[src/rtl/oled_link_arbiter_if.sv]
// Requester-side handshake bundle for the OLED link arbiter.
// Requesters drive the master modport; the arbiter consumes the slave modport.
interface oled_link_arbiter_if;
  logic        req0_valid;
  logic        req0_ready;
  logic        req0_dnc;
  logic        req0_wide;
  logic [15:0] req0_data;
  logic        req1_valid;
  logic        req1_ready;
  logic        req1_dnc;
  logic        req1_wide;
  logic [15:0] req1_data;
  logic        req1_lock;

  modport master (
    output req0_valid, req0_dnc, req0_wide, req0_data,
    output req1_valid, req1_dnc, req1_wide, req1_data, req1_lock,
    input  req0_ready, req1_ready
  );

  modport slave (
    input  req0_valid, req0_dnc, req0_wide, req0_data,
    input  req1_valid, req1_dnc, req1_wide, req1_data, req1_lock,
    output req0_ready, req1_ready
  );
endinterface

[src/rtl/oled_link_arbiter.sv]
// Shares one OLED serial link between a CPU requester (priority) and a refresh
// streamer that may hold the link for a bounded burst of locked packages.
module oled_link_arbiter #(
  parameter int CLK_DIV  = 1,
  parameter int LOCK_MAX = 64
) (
  input  logic                HCLK,
  input  logic                HRESET,
  oled_link_arbiter_if.slave  link,
  output logic                busy,
  output logic                owner,
  output logic                nCS,
  output logic                DnC,
  output logic                SDIN,
  output logic                SCLK
);

  typedef enum logic [1:0] {IDLE, SETUP, HIGH, GAP} state_t;

  localparam logic [3:0] DIV_LAST   = 4'(CLK_DIV - 1);
  localparam logic [7:0] LOCK_LIMIT = 8'(LOCK_MAX);

  state_t      state;
  logic [15:0] shift;
  logic [4:0]  bit_cnt;
  logic [3:0]  div_cnt;
  logic        dnc_q;
  logic        owner_q;
  logic        lock_flag;
  logic [7:0]  lock_cnt;

  logic        idle;
  logic        lock_expired;
  logic        lock_force;
  logic        grant0;
  logic        grant1;
  logic        sel_dnc;
  logic        sel_wide;
  logic [15:0] sel_data;

  // An expired lock stops forcing requester 1 so a waiting requester 0 gets one slot.
  always_comb begin
    idle         = (state == IDLE) && !HRESET;
    lock_expired = lock_flag && (lock_cnt >= LOCK_LIMIT);
    lock_force   = lock_flag && !lock_expired;
    grant0       = idle && !lock_force && link.req0_valid;
    grant1       = idle && link.req1_valid && (lock_force || !link.req0_valid);
    sel_dnc      = grant1 ? link.req1_dnc  : link.req0_dnc;
    sel_wide     = grant1 ? link.req1_wide : link.req0_wide;
    sel_data     = grant1 ? link.req1_data : link.req0_data;
  end

  assign link.req0_ready = grant0;
  assign link.req1_ready = grant1;

  always_ff @(posedge HCLK or posedge HRESET) begin
    if (HRESET) begin
      state     <= IDLE;
      shift     <= '0;
      bit_cnt   <= '0;
      div_cnt   <= '0;
      dnc_q     <= 1'b0;
      owner_q   <= 1'b0;
      lock_flag <= 1'b0;
      lock_cnt  <= '0;
    end else begin
      case (state)
        IDLE: begin
          if (lock_expired) begin
            lock_flag <= 1'b0;
            lock_cnt  <= '0;
          end
          if (grant0 || grant1) begin
            shift   <= sel_wide ? sel_data : {sel_data[7:0], 8'h00};
            bit_cnt <= sel_wide ? 5'd16 : 5'd8;
            dnc_q   <= sel_dnc;
            owner_q <= grant1;
            div_cnt <= DIV_LAST;
            state   <= SETUP;
            if (grant1) begin
              lock_flag <= link.req1_lock;
              if (!link.req1_lock)
                lock_cnt <= '0;
              else if (lock_expired)
                lock_cnt <= 8'd1;
              else
                lock_cnt <= lock_cnt + 8'd1;
            end else begin
              lock_cnt <= '0;
            end
          end
        end
        SETUP: begin
          if (div_cnt == 4'd0) begin
            div_cnt <= DIV_LAST;
            state   <= HIGH;
          end else begin
            div_cnt <= div_cnt - 4'd1;
          end
        end
        HIGH: begin
          if (div_cnt == 4'd0) begin
            shift   <= {shift[14:0], 1'b0};
            bit_cnt <= bit_cnt - 5'd1;
            div_cnt <= DIV_LAST;
            state   <= (bit_cnt == 5'd1) ? GAP : SETUP;
          end else begin
            div_cnt <= div_cnt - 4'd1;
          end
        end
        GAP:     state <= IDLE;
        default: state <= IDLE;
      endcase
    end
  end

  // Pads decode only from registered state so the link never glitches on input changes.
  assign busy  = (state != IDLE);
  assign owner = owner_q;
  assign nCS   = !((state == SETUP) || (state == HIGH));
  assign SCLK  = (state == HIGH);
  assign SDIN  = ((state == SETUP) || (state == HIGH)) && shift[15];
  assign DnC   = dnc_q;

endmodule

[src/flat_wrapper.sv]
// flat-port wrapper written by rule: the top's interface ports become plain ports
module oled_link_arbiter_flat 
#(
  parameter int CLK_DIV  = 1,
  parameter int LOCK_MAX = 64
)
  (HCLK, HRESET, busy, owner, nCS, DnC, SDIN, SCLK, link_req0_valid, link_req0_dnc, link_req0_wide, link_req0_data, link_req1_valid, link_req1_dnc, link_req1_wide, link_req1_data, link_req1_lock, link_req0_ready, link_req1_ready);
  oled_link_arbiter_if link_i ();
  input  logic HCLK;
  input  logic HRESET;
  output logic busy;
  output logic owner;
  output logic nCS;
  output logic DnC;
  output logic SDIN;
  output logic SCLK;
  input wire logic [$bits(link_i.req0_valid)-1:0] link_req0_valid;
  input wire logic [$bits(link_i.req0_dnc)-1:0] link_req0_dnc;
  input wire logic [$bits(link_i.req0_wide)-1:0] link_req0_wide;
  input wire logic [$bits(link_i.req0_data)-1:0] link_req0_data;
  input wire logic [$bits(link_i.req1_valid)-1:0] link_req1_valid;
  input wire logic [$bits(link_i.req1_dnc)-1:0] link_req1_dnc;
  input wire logic [$bits(link_i.req1_wide)-1:0] link_req1_wide;
  input wire logic [$bits(link_i.req1_data)-1:0] link_req1_data;
  input wire logic [$bits(link_i.req1_lock)-1:0] link_req1_lock;
  output wire logic [$bits(link_i.req0_ready)-1:0] link_req0_ready;
  output wire logic [$bits(link_i.req1_ready)-1:0] link_req1_ready;
  assign link_i.req0_valid = link_req0_valid;
  assign link_i.req0_dnc = link_req0_dnc;
  assign link_i.req0_wide = link_req0_wide;
  assign link_i.req0_data = link_req0_data;
  assign link_i.req1_valid = link_req1_valid;
  assign link_i.req1_dnc = link_req1_dnc;
  assign link_i.req1_wide = link_req1_wide;
  assign link_i.req1_data = link_req1_data;
  assign link_i.req1_lock = link_req1_lock;
  assign link_req0_ready = link_i.req0_ready;
  assign link_req1_ready = link_i.req1_ready;
  oled_link_arbiter #(.CLK_DIV(CLK_DIV), .LOCK_MAX(LOCK_MAX)) u_core (.HCLK(HCLK), .HRESET(HRESET), .link(link_i), .busy(busy), .owner(owner), .nCS(nCS), .DnC(DnC), .SDIN(SDIN), .SCLK(SCLK));
endmodule
[config.mk]
export PLATFORM = sky130hd
export DESIGN_NAME = oled_link_arbiter_flat
export DESIGN_NICKNAME = d
export VERILOG_FILES = /design/src/rtl/oled_link_arbiter_if.sv /design/src/rtl/oled_link_arbiter.sv /design/src/flat_wrapper.sv
export SDC_FILE = /design/constraint.sdc
export NUM_CORES = 1
export LEC_CHECK = 0
export CAP_MARGIN = 20
export CORE_MARGIN = 5
export CORE_UTILIZATION = 52
export CTS_CLUSTER_DIAMETER = 60
export DETAILED_ROUTE_END_ITERATION = 7
export PLACE_DENSITY = 0.85
export SYNTH_ARGS = -nofsm -noshare
export SYNTH_HDL_FRONTEND = slang
export SYNTH_SLANG_ARGS = --single-unit
[constraint.sdc]
create_clock -name HCLK -period 2.29 [get_ports HCLK]
set_input_delay 0.229 -clock HCLK [delete_from_list [all_inputs] [get_ports HCLK]]
set_output_delay 0.229 -clock HCLK [all_outputs]
set_load 0.05 [all_outputs]
==> results of run 1 <==
[kinds of logic after synthesis]
group | Yosys count | share of synthesized area [%]
AO/OA/AOI/OAI | 94 | 26.4
adder cells (fa/ha/maj) | 8 | 3.93
buffers and inverters | 33 | 5.80
flip-flops | 38 | 37.4
multiplexers | 24 | 9.78
AND/OR/NAND/NOR | 81 | 16.8
[Yosys cell counts, types with 3 or more instances]
library cell	count	area share, %
inv_1	13	1.9
clkbuf_1	9	1.3
nor2_1	4	0.59
nor2b_1	5	1.2
a21oi_1	17	3.3
mux2i_1	17	6.7
a22o_1	3	1.0
nand3_1	7	1.4
nor3_1	8	1.6
o311ai_0	8	2.8
o31ai_1	3	0.88
o21ai_0	19	3.7
o22a_1	8	2.8
dfrtp_1	38	37
buf_2	7	1.4
nand2_1	33	4.9
mux2_2	7	3.1
ha_1	8	3.9
or2b_1	3	0.88
a31oi_1	17	4.2
and3_1	5	1.2
[final timing paths]
check	startpoint	slack (ps)	end	depth (start not counted)
max	u_core.lock_cnt[6]$_DFFE_PP0P_	110	link_req1_ready	5
min	HRESET	370	u_core.lock_flag$_DFFE_PP0N_	3
max reg2reg	u_core.state[0]$_DFFE_PP0P_	140	u_core.lock_cnt[2]$_DFFE_PP0P_	8
min reg2reg	u_core.owner$_DFFE_PP0P_	490	u_core.owner$_DFFE_PP0P_	2
max in group asynchronous	HRESET	1620	u_core.shift[5]$_DFFE_PP0P_	3
min in group HCLK	u_core.owner$_DFFE_PP0P_	490	u_core.owner$_DFFE_PP0P_	2
[sequential cells by signal, summed over array words and instances, names as in the netlist]
name,cells
u_core.DnC,1
u_core.bit_cnt,5
u_core.div_cnt,4
u_core.lock_cnt,8
u_core.lock_flag,1
u_core.owner,1
u_core.shift,16
u_core.state,2
[repair_timing]
action,in CTS,in global routing
pin swaps,1,0
resized for setup,1,3
setup buffers,1,4
endpoints found under the setup margin,1,4
[worst max-delay path: stages, from the launching register on]
cell and delay [ps]:
dfrtp_1 500, or3b_4 460, a21o_1 230, clkinvlp_4 150, buf_4 130, buf_4 180
[final cells by class]
type	count	share of cell area, %
clock buffers	7	2.31
inverters	13	1.59
multi-input cells	207	44.0
flip-flops and latches	38	28.8
well taps	67	2.54
repair buffers	73	20.7
[per-stage QoR]
step / worst slack [ps] / hold WS, ps
detailed placement: 77.7 / 481
global route: 16.6 / 428
global placement: 172 / 466
floorplan: 121 / 365
finish: 108 / 372
CTS: 8.41 / 370
[cell usage in the layout (no fill, tap or decap), types with 2 or more instances in the layout]
| cell | n |
|---|---|
| clkdlybuf4s50_1 | 42 |
| dfrtp_1 | 38 |
| nand2_1 | 33 |
| buf_4 | 28 |
| o21ai_0 | 18 |
| mux2i_1 | 17 |
| a21oi_1 | 17 |
| a31oi_1 | 17 |
| inv_1 | 12 |
| o311ai_0 | 8 |
| nor3_1 | 8 |
| o22a_1 | 8 |
| nand3_1 | 7 |
| mux2_2 | 7 |
| ha_1 | 7 |
| and3_1 | 5 |
| nor2b_1 | 5 |
| clkbuf_8 | 5 |
| nor2_1 | 4 |
| a22o_1 | 3 |
| or2b_1 | 3 |
| nand3b_1 | 2 |
| a21o_1 | 2 |
| nand2b_1 | 2 |
| o31a_1 | 2 |
| o31ai_1 | 2 |
| a41oi_1 | 2 |
| a211oi_1 | 2 |
| a2111oi_4 | 2 |
| o41ai_1 | 2 |
| clkbuf_1 | 2 |
| buf_12 | 2 |
[power by group]
group	leakage, uW	switching, uW	internal (uW)	total (uW)
Clock	0.0000383	213	209	423
Combinational	0.000871	1090	771	1860
Sequential	0.000460	162	923	1090
Total	0.00137	1470	1900	3370
[metal layers]
metal  up-vias  wire length [um]
met3        14               383
met5         -                 0
met1      1169              2840
li1       1167                 -
met4         0               122
met2        77              3230
==> metrics.csv, run 1 <==
stage;metric;value;unit
outcome;status;completed;
route;wire length per cell;16.2;um
grt;global routing usage on met3;5.08;%
sta;final hold viol count;0;
route;via count;2427;
synth;Mapped Nets;327;
clock_tree;clock root buffer;clkbuf_8;
worst_setup_path;CP required;2060;ps
sta;Max Clock Skew;8.70;ps
route;First DRT Iteration DRCs;162;
place;area post-placement;0.00318;mm2
clock_tree;CTS Hold Bufs;0;
floorplan;Site Rows;25;
grt;first-pass GRT wire length;11200;um
sta;fmax;458;MHz
grt;GRT busiest layer;met2;
place;placed cell count;393;
worst_setup_path;Crit. End Element;primary output;
sta;measured slew at the worst slew-check pin;781;ps
place;IO buf count;48;
clock_tree;Max clock buf depth;2;
floorplan;Core Area;0.00472;mm2
grt;vias in the first global route;2346;
grt;met1 GRT Util;29.3;%
final_layout;antenna cell count;0;
clock_tree;CTS tree;done;
sta;Tcrit/Tclk final;95.3;%
clock_tree;clock slew at reported path FFs;70;ps
synth;Synth Cell Area;0.00254;mm2
sta;Rel. slew slack;47.5;%
place;hpwl dp;4960;um
grt;global route overflow;0;
pwr;PwrDens;1020;mW/mm2
route;Detailed Routing Iterations Pass 1;4;
flow_run;Max-Cap Viols;0;
synth;synthesis-stage register bit count;38;
grt;gr usage total;22.1;%
floorplan;I/O pins;49;
worst_setup_path;Startpoint Class;flop;
sta;RSZ-0062 raised after global routing;false;
synth;Yosys cell types;50;
synth;Cells after Synth;278;
route;Vias per Instance;5.99;
synth;ys async rst share;100;%
hold_path;type of the tightest min-delay check;input port to asynchronous set/reset pin;
synth;EDFF count, synth;0;
synth;Post-Synthesis Mean Instance Area;9.15;um2
final_layout;final net count;387;
pwr;VDD IR max;0.723;mV
route;drt total wl;6580;um
floorplan;effective utilization at floorplan;53.9;%
worst_setup_path;CP arrival;1950;ps
final_layout;final cell count without fillers;405;
worst_setup_path;Setup CP Type;flop to primary output;
floorplan;die extent in x;80.0;um
grt;pin count of the biggest net entering global routing;25;
final_layout;number of fill cells;351;
final_layout;Syn-to-layout area delta;29.7;%
synth;Seq/Total Area, Yosys;37.4;%
synth;Most used DFF post-synth;dfrtp_1;
grt;initial antenna violation count;0;
place;routability cong.;0.865;
sta;Fin Setup TNS;0;ps
clock_tree;clock sink count;38;
final_layout;register area;951;um2
final_layout;fraction of layout cells with a size suffix above 1;15.1;%
synth;Synth warnings;0;
floorplan;die area;0.00639;mm2
sta;final slew viol count;0;
route;DR DRC count;0;
route;ANT nets after route;0;
worst_setup_path;critical-path maximum fanout;11;
pwr;Leak;0.00137;uW
clock_tree;number of buffers created by CTS;5;
final_layout;fin util;69.9;%
clock_tree;worst skew pair latency;290;ps
final_layout;multi-input logic area;0.00145;mm2
clock_tree;H-tree levels;2;
sta;final setup vio count;0;
grt;M2 GR Usage;35.0;%
final_layout;Design Area, Final;0.00330;mm2
pwr;Pwr Total;3370;uW
floorplan;die height;80.0;um
sta;Tmin final;2180;ps
No activity file was read; power rests on OpenSTA's default activity.
==> run 2, diff against run 1 <==
- PLACE_DENSITY: 0.85 -> 0.8
==> run 2 against run 1 <==
  * Utilization rose by 0.56 points
  * Global-route usage fell by 0.24 points
  * Clock skew fell by 2.5 ps
  * Sequential share of layout area fell by 0.23 points
  * Sequential power barely moved
  * Clock power rose by 69%
  * First-iteration DRC count fell by 40%
  * Hold slack got worse by 5.3 ps
  * Die area did not move
  * Combinational power barely moved
  * Count of clock-buffer cells in the layout fell by 1
  * Critical path type unchanged
  * Largest cell class unchanged
  * Highest routed layer unchanged
==> metrics.csv, run 2 (synthesized netlist as in run 1, its figures left out) <==
stage;metric;value;unit;change
pwr;Clock power frac;19.3;%;was 12.5%
clock_tree;clock slew at reported path FFs;80;ps;was 70 ps
place;routability cong.;0.859;;was 0.865
final_layout;Largest regs;u_core.shift (16), u_core.lock_cnt (8), u_core.bit_cnt (5);;unchanged
pwr;Logic pwr share;51.2;%;was 55.2%
floorplan;die area;0.00639;mm2;unchanged
clock_tree;clock sink count;38;;unchanged
pwr;Flop pwr share;29.5;%;was 32.2%
worst_setup_path;CP arrival;1910;ps;was 1950 ps
route;wire length per cell;16.4;um;was 16.2 um
sta;fmax;466;MHz;was 458 MHz
clock_tree;CTS tree;done;;unchanged
floorplan;Site Rows;25;;unchanged
flow_run;Max-Cap Viols;0;;unchanged
sta;Rel. slew slack;45.1;%;was 47.5%
sta;Tmin final;2140;ps;was 2180 ps
clock_tree;worst skew pair latency;300;ps;was 290 ps
route;First DRT Iteration DRCs;97;;was 162
final_layout;most common cell after layout, fill and taps aside;clkdlybuf4s50_1;;unchanged
final_layout;Largest register FFs;16;;unchanged
sta;final slew viol count;0;;unchanged
worst_setup_path;CP required;2060;ps;about the same
sta;RSZ-0062 raised after global routing;false;;unchanged
pwr;PwrDens;1110;mW/mm2;was 1020 mW/mm2
place;IO buf count;48;;unchanged
outcome;status;completed;;unchanged
clock_tree;CTS Hold Bufs;0;;unchanged
clock_tree;clock root buffer;clkbuf_8;;unchanged
sta;measured slew at the worst slew-check pin;817;ps;was 781 ps
sta;final hold viol count;0;;unchanged
worst_setup_path;worst-path cell chain;or3b_4, a21o_1, clkinvlp_4, buf_4;;was or3b_4, a21o_1, clkinvlp_4, buf_4, buf_4
pwr;VDD IR max;0.511;mV;was 0.723 mV
final_layout;commonest cells after routing, fill and taps aside;clkdlybuf4s50_1, dfrtp_1, nand2_1, o21ai_0, buf_4;;was clkdlybuf4s50_1, dfrtp_1, nand2_1, buf_4, o21ai_0
grt;vias in the first global route;2362;;was 2346
route;WL met2;3200;um;was 3230 um
final_layout;multi-input logic area;0.00145;mm2;unchanged
worst_setup_path;CP Buf/Inv Count;2;;was 3
pwr;Pint;2170;uW;was 1900 uW
grt;global route overflow;0;;unchanged
worst_setup_path;delay-heaviest family, CP;flip-flops;;unchanged
worst_setup_path;critical-path maximum fanout;12;;was 11
route;routed length on met1;2830;um;was 2840 um
pwr;Leak;0.00137;uW;about the same
final_layout;Syn-to-layout area delta;30.7;%;was 29.7%
floorplan;effective utilization at floorplan;53.9;%;unchanged
worst_setup_path;Crit. End Element;primary output;;unchanged
floorplan;Core Area;0.00472;mm2;unchanged
worst_setup_path;CP max stage cell;dfrtp_1;;unchanged
sta;hold slack;366;ps;was 372 ps
sta;Tcrit/Tclk final;93.6;%;was 95.3%
clock_tree;number of buffers created by CTS;5;;unchanged
sta;Fin Setup TNS;0;ps;unchanged
hold_path;type of the tightest min-delay check;input port to asynchronous set/reset pin;;unchanged
clock_tree;H-tree levels;2;;unchanged
route;Vias per Instance;5.95;;was 5.99
worst_setup_path;flop-to-flop setup slack;180;ps;was 140 ps
grt;initial antenna violation count;0;;unchanged
final_layout;final net count;379;;was 387
floorplan;die extent in x;80.0;um;unchanged
grt;pin count of the biggest net entering global routing;46;;was 25
route;ANT nets after route;0;;unchanged
worst_setup_path;Setup CP Type;flop to primary output;;unchanged
sta;final setup vio count;0;;unchanged
final_layout;fraction of layout cells with a size suffix above 1;14.2;%;was 15.1%
final_layout;antenna cell count;0;;unchanged
route;DR DRC count;0;;unchanged
place;hpwl dp;4810;um;was 4960 um
pwr;switching portion of total power;41.1;%;was 43.5%
pwr;Psw;1510;uW;was 1470 uW
floorplan;I/O pins;49;;unchanged
clock_tree;Max clock buf depth;2;;unchanged
worst_setup_path;max incr delay on CP;470;ps;was 500 ps
sta;Max Clock Skew;6.22;ps;was 8.70 ps
route;uppermost layer routed;met4;;unchanged
floorplan;die height;80.0;um;unchanged
final_layout;number of fill cells;380;;was 351
route;drt total wl;6540;um;was 6580 um
final_layout;Largest Register;u_core.shift;;unchanged
grt;first-pass GRT wire length;11000;um;was 11200 um
worst_setup_path;Startpoint Class;flop;;unchanged
route;met3 wire length;387;um;was 383 um
final_layout;register area;951;um2;unchanged
grt;gr usage total;21.9;%;was 22.1%
route;Detailed Routing Iterations Pass 1;4;;unchanged
route;via count;2369;;was 2427
## run 2: changes by cell type in the layout (fill, tap and decap cells not counted), sizes merged
cell / delta
bufinv: +2
dlymetal6s2s: -1
clkbuf: -1
buf: -7
## run 2: what timing repair did
action,4_1_cts,5_1_grt
endpoints found under the setup margin,1,1
pin swaps,1,0
endpoints found under the hold margin,0,0
gates resized for setup,1,1
setup buffers,2,0
## run 2: layer usage
layer / GRT usage, % / vias up
met5: 0 / -
met2: 37.2 / 81
met1: 27.9 / 1127
met3: 5.08 / 11
met4: 5.74 / 0
li1: - / 1150
## run 2: final timing paths
kind | startpoint | endpoint | cells past startpoint
hold reg to reg | u_core.owner$_DFFE_PP0P_ | u_core.owner$_DFFE_PP0P_ | 2
min in group HCLK | link_req0_dnc | u_core.DnC$_DFFE_PP0P_ | 3
setup / recovery | u_core.lock_cnt[7]$_DFFE_PP0P_ | link_req1_ready | 4
setup reg to reg | u_core.state[1]$_DFFE_PP0P_ | u_core.lock_cnt[4]$_DFFE_PP0P_ | 8
hold / removal | HRESET | u_core.div_cnt[2]$_DFFE_PP0P_ | 2
max in group asynchronous | HRESET | u_core.shift[7]$_DFFE_PP0P_ | 3
## run 2: layout make-up
class / count / area share, %
multi-input cells: 207 / 43.7
flip-flops and latches: 38 / 28.6
repair buffers: 65 / 19.3
well taps: 67 / 2.52
clock buffers: 6 / 2.48
clock inverters: 2 / 1.81
inverters: 13 / 1.58
## run 2: power by group through the flow
stage / clock network [uW] / logic [uW] / registers, uW
final: 713 / 1880 / 1090
after global routing: 750 / 2050 / 1120
after CTS: 720 / 1870 / 1080
after detailed placement: 0 / 1850 / 1090
after global placement: 0 / 1800 / 1080
after floorplan: 0 / 1230 / 1110
## run 2: worst register-to-register path, cell delays in order, from the launching register on
cell	delay, ps
dfrtp_1	420
inv_1	130
ha_2	250
nand3b_1	120
buf_4	170
a2111oi_4	310
buf_4	220
or2b_1	240
a31oi_1	160
## run 2: metrics by stage
stage,power (uW),instances,setup WS [ps],util (%),instance area (um2)
3_5_place_dp,2940,388,113,67.0,3160
6_report,3680,398,146,70.4,3330
4_1_cts,3680,398,142,70.4,3320
2_1_floorplan,2340,278,121,-,2540
3_3_place_gp,2880,388,223,67.0,3160
5_1_grt,3920,398,28.9,70.4,3330
